`config.mk`:
```
export PLATFORM = sky130hd
export DESIGN_NAME = branch_hazard_unit
export DESIGN_NICKNAME = d
export VERILOG_FILES = /design/src/rtl/mips_hazard_pkg.sv /design/src/rtl/hazard_src_check.sv /design/src/rtl/branch_hazard_unit.sv
export SDC_FILE = /design/constraint.sdc
export NUM_CORES = 1
export LEC_CHECK = 0
export ABC_AREA = 0
export CAP_MARGIN = 15
export CELL_PAD_IN_SITES_DETAIL_PLACEMENT = 0
export CELL_PAD_IN_SITES_GLOBAL_PLACEMENT = 1
export CORE_MARGIN = 3
export CORE_UTILIZATION = 28
export CTS_CLUSTER_SIZE = 10
export DETAILED_ROUTE_END_ITERATION = 7
export PLACE_DENSITY = 0.72
export SYNTH_ARGS = -nofsm -noshare
export SYNTH_HDL_FRONTEND = slang
export SYNTH_SLANG_ARGS = --single-unit
```
`constraint.sdc`:
```
create_clock -name clk -period 1.97 [get_ports clk]
set_input_delay 0.394 -clock clk [delete_from_list [all_inputs] [get_ports clk]]
set_output_delay 0.394 -clock clk [all_outputs]
set_load 0.02 [all_outputs]
```
`src/rtl/mips_hazard_pkg.sv`:
```
// rtl/mips_hazard_pkg.sv - shared forward-select codes and scoreboard slot type for the ID-stage hazard unit
package mips_hazard_pkg;

  localparam int HZ_REG_AW = 5;

  localparam logic [1:0] FWD_REGFILE = 2'b00;
  localparam logic [1:0] FWD_MEM     = 2'b01;
  localparam logic [1:0] FWD_EX      = 2'b10;

  typedef struct packed {
    logic                 valid;
    logic                 regwrite;
    logic                 memread;
    logic [HZ_REG_AW-1:0] wreg;
  } hz_slot_t;

endpackage

```
`src/rtl/hazard_src_check.sv`:
```
// rtl/hazard_src_check.sv - per-source dependency check against the EX/MEM scoreboard slots
module hazard_src_check
  import mips_hazard_pkg::*;
#(
  parameter int REG_AW   = HZ_REG_AW,
  parameter int ZERO_REG = 0
) (
  input  logic [REG_AW-1:0] src,
  input  logic              uses,
  input  hz_slot_t          ex_slot,
  input  hz_slot_t          mem_slot,
  input  logic              is_branch,
  output logic [1:0]        fwd_sel,
  output logic              stall_req
);

  logic checked;
  logic ex_hit;
  logic mem_hit;

  assign checked = uses && (src != REG_AW'(ZERO_REG));
  assign ex_hit  = checked && ex_slot.valid && ex_slot.regwrite &&
                   (ex_slot.wreg != REG_AW'(ZERO_REG)) && (ex_slot.wreg == src);
  assign mem_hit = checked && mem_slot.valid && mem_slot.regwrite &&
                   (mem_slot.wreg != REG_AW'(ZERO_REG)) && (mem_slot.wreg == src);

  always_comb begin
    fwd_sel   = FWD_REGFILE;
    stall_req = 1'b0;
    if (is_branch) begin
      // The youngest producer wins; a load result is not available in time for the ID compare.
      if (ex_hit) begin
        if (ex_slot.memread) stall_req = 1'b1;
        else                 fwd_sel   = FWD_EX;
      end else if (mem_hit) begin
        if (mem_slot.memread) stall_req = 1'b1;
        else                  fwd_sel   = FWD_MEM;
      end
    end else begin
      stall_req = ex_hit && ex_slot.memread;
    end
  end

endmodule

```
`src/rtl/branch_hazard_unit.sv`:
```
// rtl/branch_hazard_unit.sv - ID-stage branch forwarding and stall control; BRANCH_HAZARD_STATS_EN adds counters
module branch_hazard_unit
  import mips_hazard_pkg::*;
#(
  parameter int REG_AW   = HZ_REG_AW,
  parameter int ZERO_REG = 0
) (
  input  logic              clk,
  input  logic              rst_n,
  input  logic              id_valid,
  input  logic              id_is_branch,
  input  logic [REG_AW-1:0] id_rs,
  input  logic [REG_AW-1:0] id_rt,
  input  logic              id_uses_rs,
  input  logic              id_uses_rt,
  input  logic              id_regwrite,
  input  logic              id_memread,
  input  logic [REG_AW-1:0] id_wreg,
  input  logic              flush,
  output logic [1:0]        forwardrsd,
  output logic [1:0]        forwardrtd,
  output logic              stall
`ifdef BRANCH_HAZARD_STATS_EN
  ,
  output logic [31:0]       stall_cycles,
  output logic [31:0]       branch_fwd_cnt,
  output logic [15:0]       load_branch_stalls
`endif
);

  hz_slot_t   ex_slot;
  hz_slot_t   mem_slot;
  logic       is_branch;
  logic [1:0] rs_sel;
  logic [1:0] rt_sel;
  logic       rs_stall;
  logic       rt_stall;

  assign is_branch = id_valid && id_is_branch && !flush;

  hazard_src_check #(.REG_AW(REG_AW), .ZERO_REG(ZERO_REG)) u_rs_check (
    .src(id_rs), .uses(id_uses_rs), .ex_slot(ex_slot), .mem_slot(mem_slot),
    .is_branch(is_branch), .fwd_sel(rs_sel), .stall_req(rs_stall)
  );

  hazard_src_check #(.REG_AW(REG_AW), .ZERO_REG(ZERO_REG)) u_rt_check (
    .src(id_rt), .uses(id_uses_rt), .ex_slot(ex_slot), .mem_slot(mem_slot),
    .is_branch(is_branch), .fwd_sel(rt_sel), .stall_req(rt_stall)
  );

  // A flushed or empty ID slot never stalls; a stalled branch must not consume a forward.
  assign stall      = id_valid && !flush && (rs_stall || rt_stall);
  assign forwardrsd = stall ? FWD_REGFILE : rs_sel;
  assign forwardrtd = stall ? FWD_REGFILE : rt_sel;

  always_ff @(posedge clk or negedge rst_n) begin
    if (!rst_n) begin
      ex_slot  <= '0;
      mem_slot <= '0;
    end else begin
      mem_slot <= ex_slot;
      if (stall || flush || !id_valid) begin
        ex_slot <= '0;
      end else begin
        ex_slot.valid    <= 1'b1;
        ex_slot.regwrite <= id_regwrite;
        ex_slot.memread  <= id_memread;
        ex_slot.wreg     <= id_wreg;
      end
    end
  end

`ifdef BRANCH_HAZARD_STATS_EN
  always_ff @(posedge clk or negedge rst_n) begin
    if (!rst_n) begin
      stall_cycles       <= '0;
      branch_fwd_cnt     <= '0;
      load_branch_stalls <= '0;
    end else begin
      if (stall) stall_cycles <= stall_cycles + 32'd1;
      if (is_branch && ((forwardrsd != FWD_REGFILE) || (forwardrtd != FWD_REGFILE)))
        branch_fwd_cnt <= branch_fwd_cnt + 32'd1;
      if (stall && is_branch) load_branch_stalls <= load_branch_stalls + 16'd1;
    end
  end
`endif

endmodule

```
### Word-level counts from Yosys, hierarchy flattened

Index checks and enable logic that the tools add are counted.
Widths: inputs -> output; s select.

* reductions and logical operators: 33
* bitwise gates (word level): 0
* shift-type cells: 0
* add/sub/neg operators: 0
* multiply operators: 0
* div/mod/pow operators: 0
* eq/ne operators: 4
* $lt $le $gt $ge: 0
* mux-type cells: 19

Operator list (number)
* $logic_and 1x1->1: 24
* $eq 5x5->1: 4
* $reduce_bool 5->1: 4
* $mux 2: 9
* $mux 1: 9
* $mux 8: 1
* $logic_or 1x1->1: 3
* $logic_not 1->1: 2

* ROM bits: 0
* RAM bits: 0
* flip-flop bits (word level): 16
* input port bits: 24
* memories: 0
* word-level logic and storage cells: 64
* latch bits: 0

### Logic depth before layout (Yosys ltp)

Gate-level depths: netlist of run 1.

* depth in word-level cells: 14
* mapped depth: 6
* gate-level depth less buffers: 5

### Modules after synthesis

Synthesis of run 1 repeated with hierarchy kept, for this count alone.

* cells, all modules: 98
* area, all modules: 1008.5 µm²

By module, submodules not included
* branch_hazard_unit: instances 1, cells each 32, sequential area each 400.4 µm², area an instance 525.5 µm²
* hazard_src_check: instances 2, cells each 33, sequential area each 0.0 µm², area an instance 241.5 µm²

### Worst setup path after synthesis of run 1

Ideal clock, no wire load.

* path type: register -> output
* start point: reg ex_slot[0] (netlist name)
* end point: out forwardrsd[0]
* arrival time: 2.160 ns
* setup slack: -0.584 ns
* cell stages (with the launch flop): 6
* path buffers: 0
* cell sequence: dfrtp_1 > or4_1 > o211ai_2 > nor4_1 > o21a_1 > nor4b_1

* longest elaborated chain between the ends: 8

RTL lines
* $reduce_bool 5->1: RTL line hazard_src_check.sv:23 `(ex_slot.wreg != REG_AW'(ZERO_REG)) && (ex_slot.wreg == src);`
* $logic_and 1x1->1: RTL line hazard_src_check.sv:22 `assign ex_hit = checked && ex_slot.valid && ex_slot.regwrite &&`
* $logic_and 1x1->1: RTL line hazard_src_check.sv:23
* $mux 1 or $logic_and 1x1->1 (tied branches): RTL line hazard_src_check.sv:32, hazard_src_check.sv:40
* $mux 1: RTL line hazard_src_check.sv:30 `if (is_branch) begin`
* $logic_or 1x1->1: RTL line branch_hazard_unit.sv:52 `assign stall = id_valid && !flush && (rs_stall || rt_stall);`
* $logic_and 1x1->1: RTL line branch_hazard_unit.sv:52
* $mux 2 (*): RTL line branch_hazard_unit.sv:53 `assign forwardrsd = stall ? FWD_REGFILE : rs_sel;`
* end: declaration: RTL line branch_hazard_unit.sv:20 `output logic [1:0] forwardrsd,`

Every way passes the cells marked *; elsewhere a longest branch is shown, timed or not.

### Worst setup path in the final report of run 1

* start point: reg ex_slot[3] (netlist name)
* end point: out forwardrtd[0]

* longest elaborated chain between the ends: 8

RTL lines
* $reduce_bool 5->1: RTL line hazard_src_check.sv:23
* $logic_and 1x1->1: RTL line hazard_src_check.sv:22
* $logic_and 1x1->1: RTL line hazard_src_check.sv:23
* $mux 1 or $logic_and 1x1->1 (tied branches): RTL line hazard_src_check.sv:32, hazard_src_check.sv:40
* $mux 1: RTL line hazard_src_check.sv:30
* $logic_or 1x1->1: RTL line branch_hazard_unit.sv:52
* $logic_and 1x1->1: RTL line branch_hazard_unit.sv:52
* $mux 2 (*): RTL line branch_hazard_unit.sv:54 `assign forwardrtd = stall ? FWD_REGFILE : rt_sel;`
* end: declaration: RTL line branch_hazard_unit.sv:21 `output logic [1:0] forwardrtd,`

Marked as above.

==> results.yml, run 1 <==
hold_path:
  timing.hold.worst_path_depth: 0
  hold_class: "flop to flop"
  hold_path_end: "mem_slot[5]"
  worstHoldStart: "ex_slot[5]"
clock_tree:
  tritoncts_clock_tree: "done"
  clk_root_buffer_cell: "sky130_fd_sc_hd__clkbuf_4"
  ctsLongestPathBuffers: 2
  htree_num_levels: 1
  clock_pin_slew_reported_for_the_worst_setup_and_hold_paths_after_clock_tree_synthesis_ns: 0.09
  cts.sinks: 16
  cts_buffers: 3
  clock_latency_of_the_later_clocked_register_in_the_worst_skew_pair_ns: 0.28
  cts-hold-fix-buffers: 0
floorplanning:
  die-area_um2: 4010
  placementRows: 20
  dieWidth_um: 63.4
  core-area_um2: 3100
  fp.dieH_um: 63.4
  floorplan.io_pins: 29
  floorplan.initialDensity_pct: 29.7
synth:
  ys_seq_elements: 16
  share_of_synthesized_flip_flops_with_an_asynchronous_set_or_reset_pct: 100
  syn-instance-count: 91
  post_synth_num_cell_types: 25
  synth_area_um2: 921
  synth_edf_count: 0
  ys_seq_area_share_pct: 43.5
  postSynth.topFlopCell: "sky130_fd_sc_hd__dfrtp_1"
  synth.yosys.warnings: 0
  mappedNetlistNets: 115
  post_synth.cell_area_avg_um2: 10.1
power_and_ir_drop:
  cellLeakagePower_nw: 0.727
  power-per-cell-area_nw_per_um2: 428
  power.ir.vdd_worst_mv: 0.194
critical_path:
  cp_cell_sequence: "or4_4 > o211ai_4 > nor4_4 > o21a_2 > nor4b_4 > buf_4"
  crit_path_start_kind: "flop"
  rrSetupSlack_ns: -0.19
  critPathRequiredTime_ns: 1.58
  critical_path.max_fanout: 4
  worst_r2r_startpoint: "mem_slot[4]"
  worst_r2r_path_depth: 8
  critPathSlowestCell: "sky130_fd_sc_hd__or4_4"
  path_class: "flop to output pin"
  worstSetupEndpointType: "output pin"
  crit_path_max_incr_delay_ns: 0.54
  critical_path.reg2reg.endpoint: "ex_slot[5]"
  critical_path_arrival_ns: 2.25
cells_and_area:
  layout.nets: 176
  areaGrowthSynthToFinish_pct: 87.5
  n_antenna_cell: 0
  drive_gt1_share_pct: 48.3
job:
  max-cap-violations: 0
outcome:
  violations_in_the_final_reports: "negative setup slack"
  status: "finished with violations"
sta:
  finalSetupViolCount: 13
  final.hold.worst_slack_ns: 0.409
  worst_slew_margin_rel_pct: 77.0
  finalClockSkew_ns: 0.00879
  clock.fmax_mhz: 379
  maxSlewViolCount: 0
  final-hold-violation-count: 0
  layout_setup_ws_ns: -0.669
  rsz_0062_raised_after_global_routing: "true"
  worst_slew_pin_slew_ns: 0.342
  fin_crit_sh_pct: 134
  setup_total_negative_slack_ns: -4.48
  layout_min_cycle_time_ns: 2.64
global_routing:
  grt_pass1_wl_um: 4350
  via_count_of_the_first_global_routing_pass: 978
  antenna_found_initial: 0
  maximum_number_of_pins_on_one_net_before_global_route_repair: 17
  grt-ovfl-total: 0
  globalRouteTotalUtil_pct: 13.5
routing:
  met1Wirelength_um: 1010
  met2_wirelength_um: 1360
  routed-via-count: 898
  wirelength_um: 2560
  firstDrtPassIters: 4
  wl_met3_um: 138
  first_iter_violations: 31
  top_signal_layer_used: "met4"
  route.detailed.vias_per_inst: 4.61
  route.detailed.drc: 0
  wl_per_cell_um: 13.1
  antenna_left: 0
placement:
  rd_place_congestion: 0.837
  placement.io_buffers: 28
  dpl.hpwl_um: 1900
[how the worst max path moves through the flow]
stage                          start             to  slack [ns]  cells past startpoint
after detailed placement    id_rs[0]  forwardrsd[1]       -1.43                      8
after CTS                 ex_slot[0]  forwardrsd[0]       -0.76                      6
after global routing      ex_slot[0]  forwardrsd[0]       -0.77                      6
final                     ex_slot[3]  forwardrtd[0]       -0.67                      6
after global placement      id_rs[0]  forwardrsd[1]       -1.30                      8
after floorplan           ex_slot[0]  forwardrtd[0]       -0.34                      6
[synth_stat cells, types with 2 or more instances]
cell type / count / area, um2
sky130_fd_sc_hd__xnor2_1: 20 / 175
sky130_fd_sc_hd__dfrtp_1: 16 / 400
sky130_fd_sc_hd__nand2_1: 14 / 52.6
sky130_fd_sc_hd__a211oi_1: 8 / 60.1
sky130_fd_sc_hd__or4_1: 5 / 37.5
sky130_fd_sc_hd__nand3_1: 4 / 20.0
sky130_fd_sc_hd__nor2_1: 3 / 11.3
sky130_fd_sc_hd__a21oi_1: 2 / 10.0
sky130_fd_sc_hd__clkbuf_1: 2 / 7.51
sky130_fd_sc_hd__nor4_1: 2 / 12.5
[layout make-up]
type / count / area [um2]
clock buffer: 4 / 36.3
fill: 282 / 1380
inverter: 1 / 3.75
multi-input combinational: 70 / 687
sequential: 16 / 402
tap: 44 / 55.1
timing repair buffer: 60 / 543
[stage by stage]
step	instance area [um2]	cells	util, %	total power, mW	worst slack (ns)
final	1730	195	55.6	0.739	-0.669
after global routing	1730	195	55.6	0.778	-0.768
after CTS	1690	195	54.4	0.734	-0.757
after detailed placement	1420	181	45.9	0.506	-1.43
after global placement	1420	181	45.9	0.504	-1.30
after floorplan	950	91	-	0.412	-0.336
[routing by layer]
metal / up-vias / track usage, %
li1: 442 / -
met1: 417 / 15.1
met2: 31 / 25.7
met3: 8 / 2.67
met4: 0 / 3.50
met5: - / 0
[report_power, final]
part / leakage (nW) / total, mW / switching [mW] / internal, mW
sequential: 0.213 / 0.352 / 0.0102 / 0.341
clock: 0.0210 / 0.210 / 0.0980 / 0.112
combinational: 0.493 / 0.177 / 0.0723 / 0.104
[worst max-delay path, delay by kind of cell (launching register included)]
kind,cells,cell delay (ns)
flops,1,0.39
buf+inv,1,0.17
compound gates,2,0.51
simple gates,3,0.89
[layout by cell type (no fill, tap or decap), types with 4 or more instances in the layout]
master	synthesis	layout
sky130_fd_sc_hd__or4_4	0	5
sky130_fd_sc_hd__xnor2_1	20	16
sky130_fd_sc_hd__clkdlybuf4s50_1	0	13
sky130_fd_sc_hd__buf_4	1	30
sky130_fd_sc_hd__a211oi_2	0	7
sky130_fd_sc_hd__dlygate4sd2_1	0	9
sky130_fd_sc_hd__dfrtp_1	16	15
sky130_fd_sc_hd__nand2_1	14	13
sky130_fd_sc_hd__buf_6	1	5
sky130_fd_sc_hd__xnor2_2	0	4
[flip-flops by register name, summed over array words and instances (netlist names)]
register	flops
ex_slot	8
mem_slot	8
[what timing repair did]
action	4_1_cts	5_1_grt
setup buffers	10	1
endpoints found under the setup margin	13	13
pin swaps	15	12
gates resized for setup	67	9
[kinds of logic after synthesis]
| logic type | after synthesis | synth area share [%] |
|---|---|---|
| XOR/XNOR | 20 | 19.0 |
| buffers and inverters | 5 | 3.26 |
| AO/OA/AOI/OAI | 17 | 13.9 |
| flip-flops | 16 | 43.5 |
| AND/OR/NAND/NOR | 33 | 20.4 |
Power figures use the tool's default switching activity.
==> run 2: changes to the inputs <==
- CORE_ASPECT_RATIO: unset -> 0.75
==> results.yml, run 2 (synthesis gave the netlist of run 1 again) <==
critical_path:
  critical_path.reg2reg.endpoint: "ex_slot[3]"
  crit_path_start_kind: "primary input"
  critical_path_arrival_ns: 2.23
  worstSetupEndpointType: "output pin"
  critical_path.max_fanout: 4
  rrSetupSlack_ns: -0.09
  path_class: "primary input to output pin"
  worst_r2r_path_depth: 8
  worst_r2r_startpoint: "ex_slot[0]"
  critPathRequiredTime_ns: 1.58
global_routing:
  grt-ovfl-total: 0
  globalRouteTotalUtil_pct: 13.6
  maximum_number_of_pins_on_one_net_before_global_route_repair: 17
  grt_pass1_wl_um: 4310
  antenna_found_initial: 0
  via_count_of_the_first_global_routing_pass: 923
floorplanning:
  placementRows: 17
  floorplan.io_pins: 29
  fp.dieH_um: 55.7
  dieWidth_um: 72.2
  core-area_um2: 3040
  die-area_um2: 4020
  floorplan.initialDensity_pct: 30.3
clock_tree:
  clock_latency_of_the_later_clocked_register_in_the_worst_skew_pair_ns: 0.24
  tritoncts_clock_tree: "done"
  ctsLongestPathBuffers: 2
  cts_buffers: 3
  clk_root_buffer_cell: "sky130_fd_sc_hd__clkbuf_8"
  cts.sinks: 16
  clock_pin_slew_reported_for_the_worst_setup_and_hold_paths_after_clock_tree_synthesis_ns: 0.06
  htree_num_levels: 1
outcome:
  violations_in_the_final_reports: "negative setup slack"
  status: "finished with violations"
routing:
  route.detailed.drc: 0
  firstDrtPassIters: 2
  top_signal_layer_used: "met4"
  route.detailed.vias_per_inst: 4.70
  wl_met3_um: 146
  antenna_left: 0
  met2_wirelength_um: 1280
  routed-via-count: 861
  first_iter_violations: 17
  met1Wirelength_um: 1170
  wl_per_cell_um: 14.3
  wirelength_um: 2620
hold_path:
  timing.hold.worst_path_depth: 0
  worstHoldStart: "ex_slot[5]"
  hold_path_end: "mem_slot[5]"
  hold_class: "flop to flop"
cells_and_area:
  top_regs: "ex_slot x8, mem_slot x8"
  n_antenna_cell: 0
  leading_cell_type_in_the_layout_fill_and_taps_excluded: "sky130_fd_sc_hd__buf_4"
  drive_gt1_share_pct: 45.5
  layout.nets: 170
  post-route-cell-area_um2: 1690
  areaGrowthSynthToFinish_pct: 83.0
  layout.cells.most_common_list: "24 x sky130_fd_sc_hd__buf_4, 16 x sky130_fd_sc_hd__xnor2_1, 16 x sky130_fd_sc_hd__dfrtp_1"
placement:
  dpl.hpwl_um: 1880
  post_dp_cell_area_um2: 1390
  rd_place_congestion: 0.797
  placement.io_buffers: 28
sta:
  clock.fmax_mhz: 381
  fin_crit_sh_pct: 133
  final-hold-violation-count: 0
  worst_slew_margin_rel_pct: 80.2
  finalSetupViolCount: 13
  rsz_0062_raised_after_global_routing: "true"
  maxSlewViolCount: 0
  layout_min_cycle_time_ns: 2.63
  finalClockSkew_ns: 0.00300
  worst_slew_pin_slew_ns: 0.295
  layout_setup_ws_ns: -0.655
power_and_ir_drop:
  power-per-cell-area_nw_per_um2: 476
  power.ir.vdd_worst_mv: 0.210
  power_mw: 0.803
  cellLeakagePower_nw: 0.702
job:
  max-cap-violations: 0
==> run 2: how the worst max path moves through the flow <==
stage                    start             to  slack (ns)  cells after the start
floorplan           ex_slot[0]  forwardrtd[0]       -0.34                      6
global placement      id_rs[4]  forwardrsd[1]       -1.32                      8
detailed placement    id_rs[4]  forwardrsd[1]       -1.39                      8
CTS                 ex_slot[0]  forwardrsd[0]       -0.65                      6
global route        ex_slot[0]  forwardrsd[0]       -0.73                      6
finish                id_rs[3]  forwardrsd[0]       -0.66                      7
==> run 2: worst max-delay path, cell delays in order <==
cell                            delay [ns]
sky130_fd_sc_hd__dlygate4sd2_1        0.28
sky130_fd_sc_hd__or4_4                0.56
sky130_fd_sc_hd__o21ai_4              0.22
sky130_fd_sc_hd__nor4_4               0.08
sky130_fd_sc_hd__o21a_2               0.26
sky130_fd_sc_hd__nor4b_2              0.27
sky130_fd_sc_hd__buf_4                0.18
==> run 2: area by class of cell <==
cell class,count,area [um2]
tap,38,47.5
timing repair buffer,54,482
clock buffer,4,55.1
fill,271,1360
multi-input combinational,70,697
sequential,16,400
inverter,1,3.75
==> run 2: power breakdown <==
group	switching (mW)	internal [mW]	total, mW
registers	0.0120	0.342	0.354
logic	0.0728	0.0994	0.172
clock network	0.0998	0.177	0.277
total	0.185	0.618	0.803
==> run 2: through the flow <==
| stage | cells | hold WS (ns) | utilization, % | TNS [ns] | setup slack (ns) |
|---|---|---|---|---|---|
| 6_report | 183 | 0.399 | 55.4 | -3.73 | -0.655 |
| 5_1_grt | 183 | 0.436 | 55.4 | -4.81 | -0.733 |
| 4_1_cts | 181 | 0.405 | 52.5 | -3.63 | -0.655 |
| 3_5_place_dp | 172 | 0.388 | 45.8 | -12.52 | -1.39 |
| 3_3_place_gp | 172 | 0.376 | 45.8 | -11.63 | -1.32 |
| 2_1_floorplan | 91 | 0.0984 | - | -1.14 | -0.336 |
==> run 2: layer usage <==
metal / up-vias / track usage [%]
met5: - / 0
met4: 0 / 5.63
met3: 2 / 3.07
met2: 29 / 21.7
met1: 397 / 17.6
li1: 433 / -
==> run 2: repair_timing <==
action,4_1_cts,5_1_grt
hold buffers,0,0
resized for setup,63,13
setup buffers,6,4
pin swaps,15,7
setup endpoints to repair,13,13
cloned,0,0
==> run 3: changes to the inputs <==
- ABC_CLOCK_PERIOD_IN_PS: unset -> 1970
- GPL_ROUTABILITY_DRIVEN: unset -> 0
==> results of run 3 <==
The final DEF is identical to that of run 2; final timing and power are the same.
